## src/rtl/bsg_counter_set_en_multi.sv

```systemverilog
// ---------------------------------------------------------------------------
// bsg_counter_set_en_multi
//
// Bank of els_p independent modulo-(max_val_p+1) counters. Each channel can
// load a value (clamped to max_val_p), step up or down, or hold. At the
// boundaries a channel either wraps or saturates, depending on saturate_p.
// Each channel also registers a one-cycle terminal-count pulse and a sticky
// overflow flag.
//
// Ports:
//   clk_i      - clock, all state changes on the rising edge
//   reset_n_i  - asynchronous active-low reset
//   set_i      - per-channel load strobe (highest priority)
//   en_i       - per-channel count enable
//   down_i     - per-channel direction (0 = up, 1 = down)
//   val_i      - load values, channel k at [k*width_p +: width_p]
//   clr_ovf_i  - per-channel clear of the sticky overflow flag
//   count_o    - registered counts, same packing as val_i
//   tc_o       - registered terminal-count pulse (one per boundary step)
//   ovf_o      - registered sticky overflow flag
// ---------------------------------------------------------------------------
module bsg_counter_set_en_multi #(
    parameter int width_p     = 8,
    parameter int els_p       = 4,
    parameter int max_val_p   = 2**width_p - 1,
    parameter int saturate_p  = 0,
    parameter int reset_val_p = 0
) (
    input  logic                       clk_i,
    input  logic                       reset_n_i,
    input  logic [els_p-1:0]           set_i,
    input  logic [els_p-1:0]           en_i,
    input  logic [els_p-1:0]           down_i,
    input  logic [els_p*width_p-1:0]   val_i,
    input  logic [els_p-1:0]           clr_ovf_i,
    output logic [els_p*width_p-1:0]   count_o,
    output logic [els_p-1:0]           tc_o,
    output logic [els_p-1:0]           ovf_o
);

    // One extra bit on all intermediates so max_val_p = 2**width_p-1 and
    // the +1 step never truncate silently.
    localparam logic [width_p:0]   max_lp   = (width_p+1)'(max_val_p);
    localparam logic [width_p:0]   one_lp   = (width_p+1)'(1);
    localparam logic [width_p:0]   zero_lp  = '0;
    localparam logic [width_p-1:0] reset_lp = width_p'(reset_val_p);
    localparam bit                 sat_lp   = (saturate_p != 0);

    genvar gi;
    generate
        for (gi = 0; gi < els_p; gi = gi + 1) begin : g_ch
            logic [width_p-1:0] count_q;
            logic [width_p-1:0] count_d;
            logic               tc_q;
            logic               tc_d;
            logic               ovf_q;
            logic               ovf_d;
            logic [width_p:0]   cur_ext;
            logic [width_p:0]   val_ext;
            logic [width_p:0]   next_ext;
            logic               boundary;

            assign cur_ext = {1'b0, count_q};
            assign val_ext = {1'b0, val_i[gi*width_p +: width_p]};

            always_comb begin
                next_ext = cur_ext;
                boundary = 1'b0;
                tc_d     = 1'b0;
                // A boundary step below overrides the clear, so the set wins.
                ovf_d    = ovf_q & ~clr_ovf_i[gi];

                if (set_i[gi]) begin
                    next_ext = (val_ext > max_lp) ? max_lp : val_ext;
                end else if (en_i[gi]) begin
                    if (down_i[gi]) begin
                        if (cur_ext == zero_lp) begin
                            boundary = 1'b1;
                            next_ext = sat_lp ? zero_lp : max_lp;
                        end else begin
                            next_ext = cur_ext - one_lp;
                        end
                    end else begin
                        // With max_val_p = 0 this branch is always taken,
                        // so the count stays 0 and every step pulses tc.
                        if (cur_ext == max_lp) begin
                            boundary = 1'b1;
                            next_ext = sat_lp ? max_lp : zero_lp;
                        end else begin
                            next_ext = cur_ext + one_lp;
                        end
                    end
                end

                if (boundary) begin
                    tc_d  = 1'b1;
                    ovf_d = 1'b1;
                end

                count_d = next_ext[width_p-1:0];
            end

            always_ff @(posedge clk_i or negedge reset_n_i) begin
                if (!reset_n_i) begin
                    count_q <= reset_lp;
                    tc_q    <= 1'b0;
                    ovf_q   <= 1'b0;
                end else begin
                    count_q <= count_d;
                    tc_q    <= tc_d;
                    ovf_q   <= ovf_d;
                end
            end

            assign count_o[gi*width_p +: width_p] = count_q;
            assign tc_o[gi]                       = tc_q;
            assign ovf_o[gi]                      = ovf_q;
        end
    endgenerate

endmodule
```

## config.mk

```make
export PLATFORM = sky130hd
export DESIGN_NAME = bsg_counter_set_en_multi
export DESIGN_NICKNAME = d
export VERILOG_FILES = /design/src/rtl/bsg_counter_set_en_multi.sv
export SDC_FILE = /design/constraint.sdc
export NUM_CORES = 1
export LEC_CHECK = 0
export BUFFER_PORTS_ARGS = -buffer_cell sky130_fd_sc_hd__buf_2
export CORE_ASPECT_RATIO = 0.5
export CORE_MARGIN = 5
export CORE_UTILIZATION = 45
export CTS_CLUSTER_DIAMETER = 50
export DETAILED_ROUTE_END_ITERATION = 6
export PLACE_DENSITY_LB_ADDON = 0.1
export SYNTH_ARGS = -nofsm -noshare
export SYNTH_HDL_FRONTEND = slang
export SYNTH_SLANG_ARGS = --single-unit
```

## constraint.sdc

```tcl
create_clock -name clk_i -period 2.7 [get_ports clk_i]
set_input_delay 0.405 -clock clk_i [delete_from_list [all_inputs] [get_ports clk_i]]
set_output_delay 0.405 -clock clk_i [all_outputs]
set_load 0.01 [all_outputs]
```

==> out/results.txt <==
Critical Path Sink Type: flip-flop
Post-synthesis async set-or-reset flop share: 100%
DRT antenna net count: 0
Compound-Gate Fraction of Synth Area: 26.8%
Final hold viol count: 0
Hold-fix buffers, CTS: 0
Worst-Margin Slew: 0.965 ns
Row cnt: 22
Initial antenna violation count: 0
Peak VDD IR: 0.000244 V
Post-Synthesis Cell Area: 0.00329 sq mm
Drt pass-1 iters: 5
Hold slack: 0.275 ns
Final HPWL DP: 6360 um
Avg WL per Cell: 15.1 um
IO Port Bufs: 89
Post-CTS Resized: 0
Final setup TNS: 0 ns
Vias after detailed routing: 3,289
Die width: 131 um
CP endpoint: g_ch[3].ovf_q
Worst EP required: 2.92 ns
Mux cell area share after synthesis: 0.304%
DRC viols: 0
Detailed Route WL: 8700 um
CTS tree: built
Area share of fa/ha/maj cells after synthesis: 4.56%
Synth Net Count: 486
Synth Flop Type: dfrtp_1
Synth Area in Simple Gates: 25.0%
P_leak: 1.73 nW
Unrepaired setup endpoints after global routing: false
Area grow syn2layout: 16.2%
Core ar.: 0.00721 sq mm
Critical path class: reg2reg
H-tree depth: 2
Die height: 70.5 um
Die Area: 0.00923 sq mm
Postcts setup bufs: 0
Worst Setup SP: g_ch[3].count_q[3]
Crit start category: flip-flop
GPL Wtd Cong: 0.876
RR Startpoint: g_ch[3].count_q[3]
Synth top area share: 30.4%
CP Max Fanout: 9
Clock root buffer: clkbuf_16
Slew Viols, Final: 0
Main combinational cell family by area after synthesis: compound AO/OA/AOI/OAI gates
Post-synthesis xor/xnor area fraction: 4.26%
CP Data Arrival Time: 2.19 ns
Vias per std cell: 5.70
Ys Warns: 0
IO Pins: 90
Tmin final: 1.97 ns
# clock sinks: 40
Area contributors post-synth: dfrtp_1 (30%), nand2_1 (5.4%), o21ai_0 (5.0%)
Average size of a mapped cell: 7.76 sq um
Leading area contributor after synthesis: dfrtp_1
Register-to-Register Path Depth: 5
Worst-skew pair later-pin latency: 0.28 ns
Worst reg2reg endpoint: g_ch[3].ovf_q
Setup slack, reg-to-reg: 0.73 ns
# diodes: 0
Tot Pwr: 1.96 mW
EDFF count, synth: 0
Final layout net count: 542
Hold Path Class: in2async
Initial DRC Count: 183
Max-cap viol count: 0
Vias in the first global route: 2,991
Period utilization: 72.9%
Cells after Synth: 424
Clock skew: 0.00602 ns
Pwr Density: 513 mW/mm^2
Synth unique cells: 68
Initial core utilization: 45.6%
First-pass GRT wire length: 14,000 um
Gr usage total: 18.5%
Outcome: finished, final reports clean
Synthesis-stage register bit count: 40
Slew Limit Headroom: 35.7%
Clk slew on worst S/H paths: 0.06 ns
Fmax: 0.508 GHz
GR Overflow Total: 0
Fraction of layout cells with a size suffix above 1: 22.5%
CTS Buf Count: 5
Deepest clock path buffer count: 2
Final Setup Violations: 0
Pin count of the biggest net entering global routing: 41
Part of the Yosys area used for sequential elements: 30.4%
state kept, by name (all words and copies together), names as in the netlist:
name and cells:
g_ch.ovf_q 4, g_ch.tc_q 4, g_ch.count_q 32
cells by family after synthesis:
logic type               count (synthesis)
XOR/XNOR                                16
adder cells (fa/ha/maj)                 12
AND/OR/NAND/NOR                        161
flip-flops                              40
multiplexers                             1
buffers and inverters                   62
AO/OA/AOI/OAI                          132
critical path, cell delays in order (launching register included):
cell and delay (ns):
dfrtp_1 0.48, or4_4 0.57, nor4_2 0.45, nor2_1 0.11, nor3b_2 0.21, a21o_1 0.10
layer usage:
| metal | global-route usage (%) | routed length (um) |
|---|---|---|
| met3 | 4.51 | 460 |
| met4 | 2.51 | 32 |
| met5 | 0 | 0 |
| met1 | 25.1 | 3990 |
| met2 | 30.7 | 4210 |
stage by stage:
step | instances | util [%] | worst slack (ns) | instance area (sq um)
floorplan | 424 | - | 0.749 | 3290
global placement | 569 | 50.7 | 0.792 | 3660
detailed placement | 569 | 50.7 | 0.764 | 3660
CTS | 577 | 53.0 | 0.728 | 3820
global route | 577 | 53.0 | 0.633 | 3820
finish | 577 | 53.0 | 0.732 | 3820
synth_stat cells (all sizes together) (3+ instances only):
library cell and n:
nor2b 5, or3 4, a21o 6, nor3b 3, nand2 47, buf 15, and3 5, nor2 28
clkbuf 25, inv 22, xor2 7, o211ai 5, ha 12, o22ai 9, a21boi 5, a31oi 7
nand4 3, o21ai 39, o21a 6, nand2b 10, o31ai 6, a21oi 19, or4 3, a22o 3
dfrtp 40, nand3b 4, nor3 15, nor4 5, nand3 21, xnor2 9
layout make-up:
class / count / area, sq um
multi-input cells: 322 / 2010
well taps: 96 / 120
fillers: 721 / 3390
repair buffers: 89 / 445
clock buffers: 5 / 125
flip-flops and latches: 40 / 1000
clock inverters: 3 / 42.5
inverters: 22 / 82.6
power by group:
group	switching, mW	internal (mW)
clock	0.238	0.434
sequential	0.135	0.652
combinational	0.276	0.226
placed cells by master (no fill, tap or decap), drive strengths merged, types with 2 or more instances in the layout:
cell type / netlist / routed
o31ai: 6 / 6
buf: 15 / 89
a21boi: 5 / 5
nand2b: 10 / 10
o311ai: 2 / 2
o21ai: 39 / 39
nand4b: 2 / 2
dfrtp: 40 / 40
inv: 22 / 22
nor2: 28 / 28
clkbuf: 25 / 5
nand2: 47 / 47
a21oi: 19 / 19
a21o: 6 / 6
o2111ai: 2 / 2
nand4: 3 / 3
a31oi: 7 / 7
or4: 3 / 3
nor4: 5 / 5
nor3: 15 / 15
o41a: 2 / 2
a41oi: 2 / 2
nand3b: 4 / 4
o211ai: 5 / 5
xor2: 7 / 7
or3: 4 / 4
nor2b: 5 / 5
o21a: 6 / 6
a32oi: 2 / 2
nand3: 21 / 21
o22ai: 9 / 9
a22oi: 2 / 2
ha: 12 / 12
a2111oi: 2 / 2
and4: 2 / 2
and3: 5 / 5
nor3b: 3 / 3
a22o: 3 / 3
xnor2: 9 / 9
how the worst min path moves through the flow:
stage | depth (start not counted) | slack (ns) | endpoint | startpoint
4_1_cts | 1 | 0.31 | g_ch[2].count_q[3] | reset_n_i
3_3_place_gp | 1 | 0.46 | g_ch[2].ovf_q | g_ch[2].ovf_q
2_1_floorplan | 0 | 0.11 | g_ch[0].count_q[0] | reset_n_i
5_1_grt | 3 | 0.32 | g_ch[0].count_q[2] | val_i[2]
3_5_place_dp | 1 | 0.46 | g_ch[3].ovf_q | g_ch[3].ovf_q
6_report | 1 | 0.28 | g_ch[2].count_q[3] | reset_n_i
(Power assumes the default switching activity.)
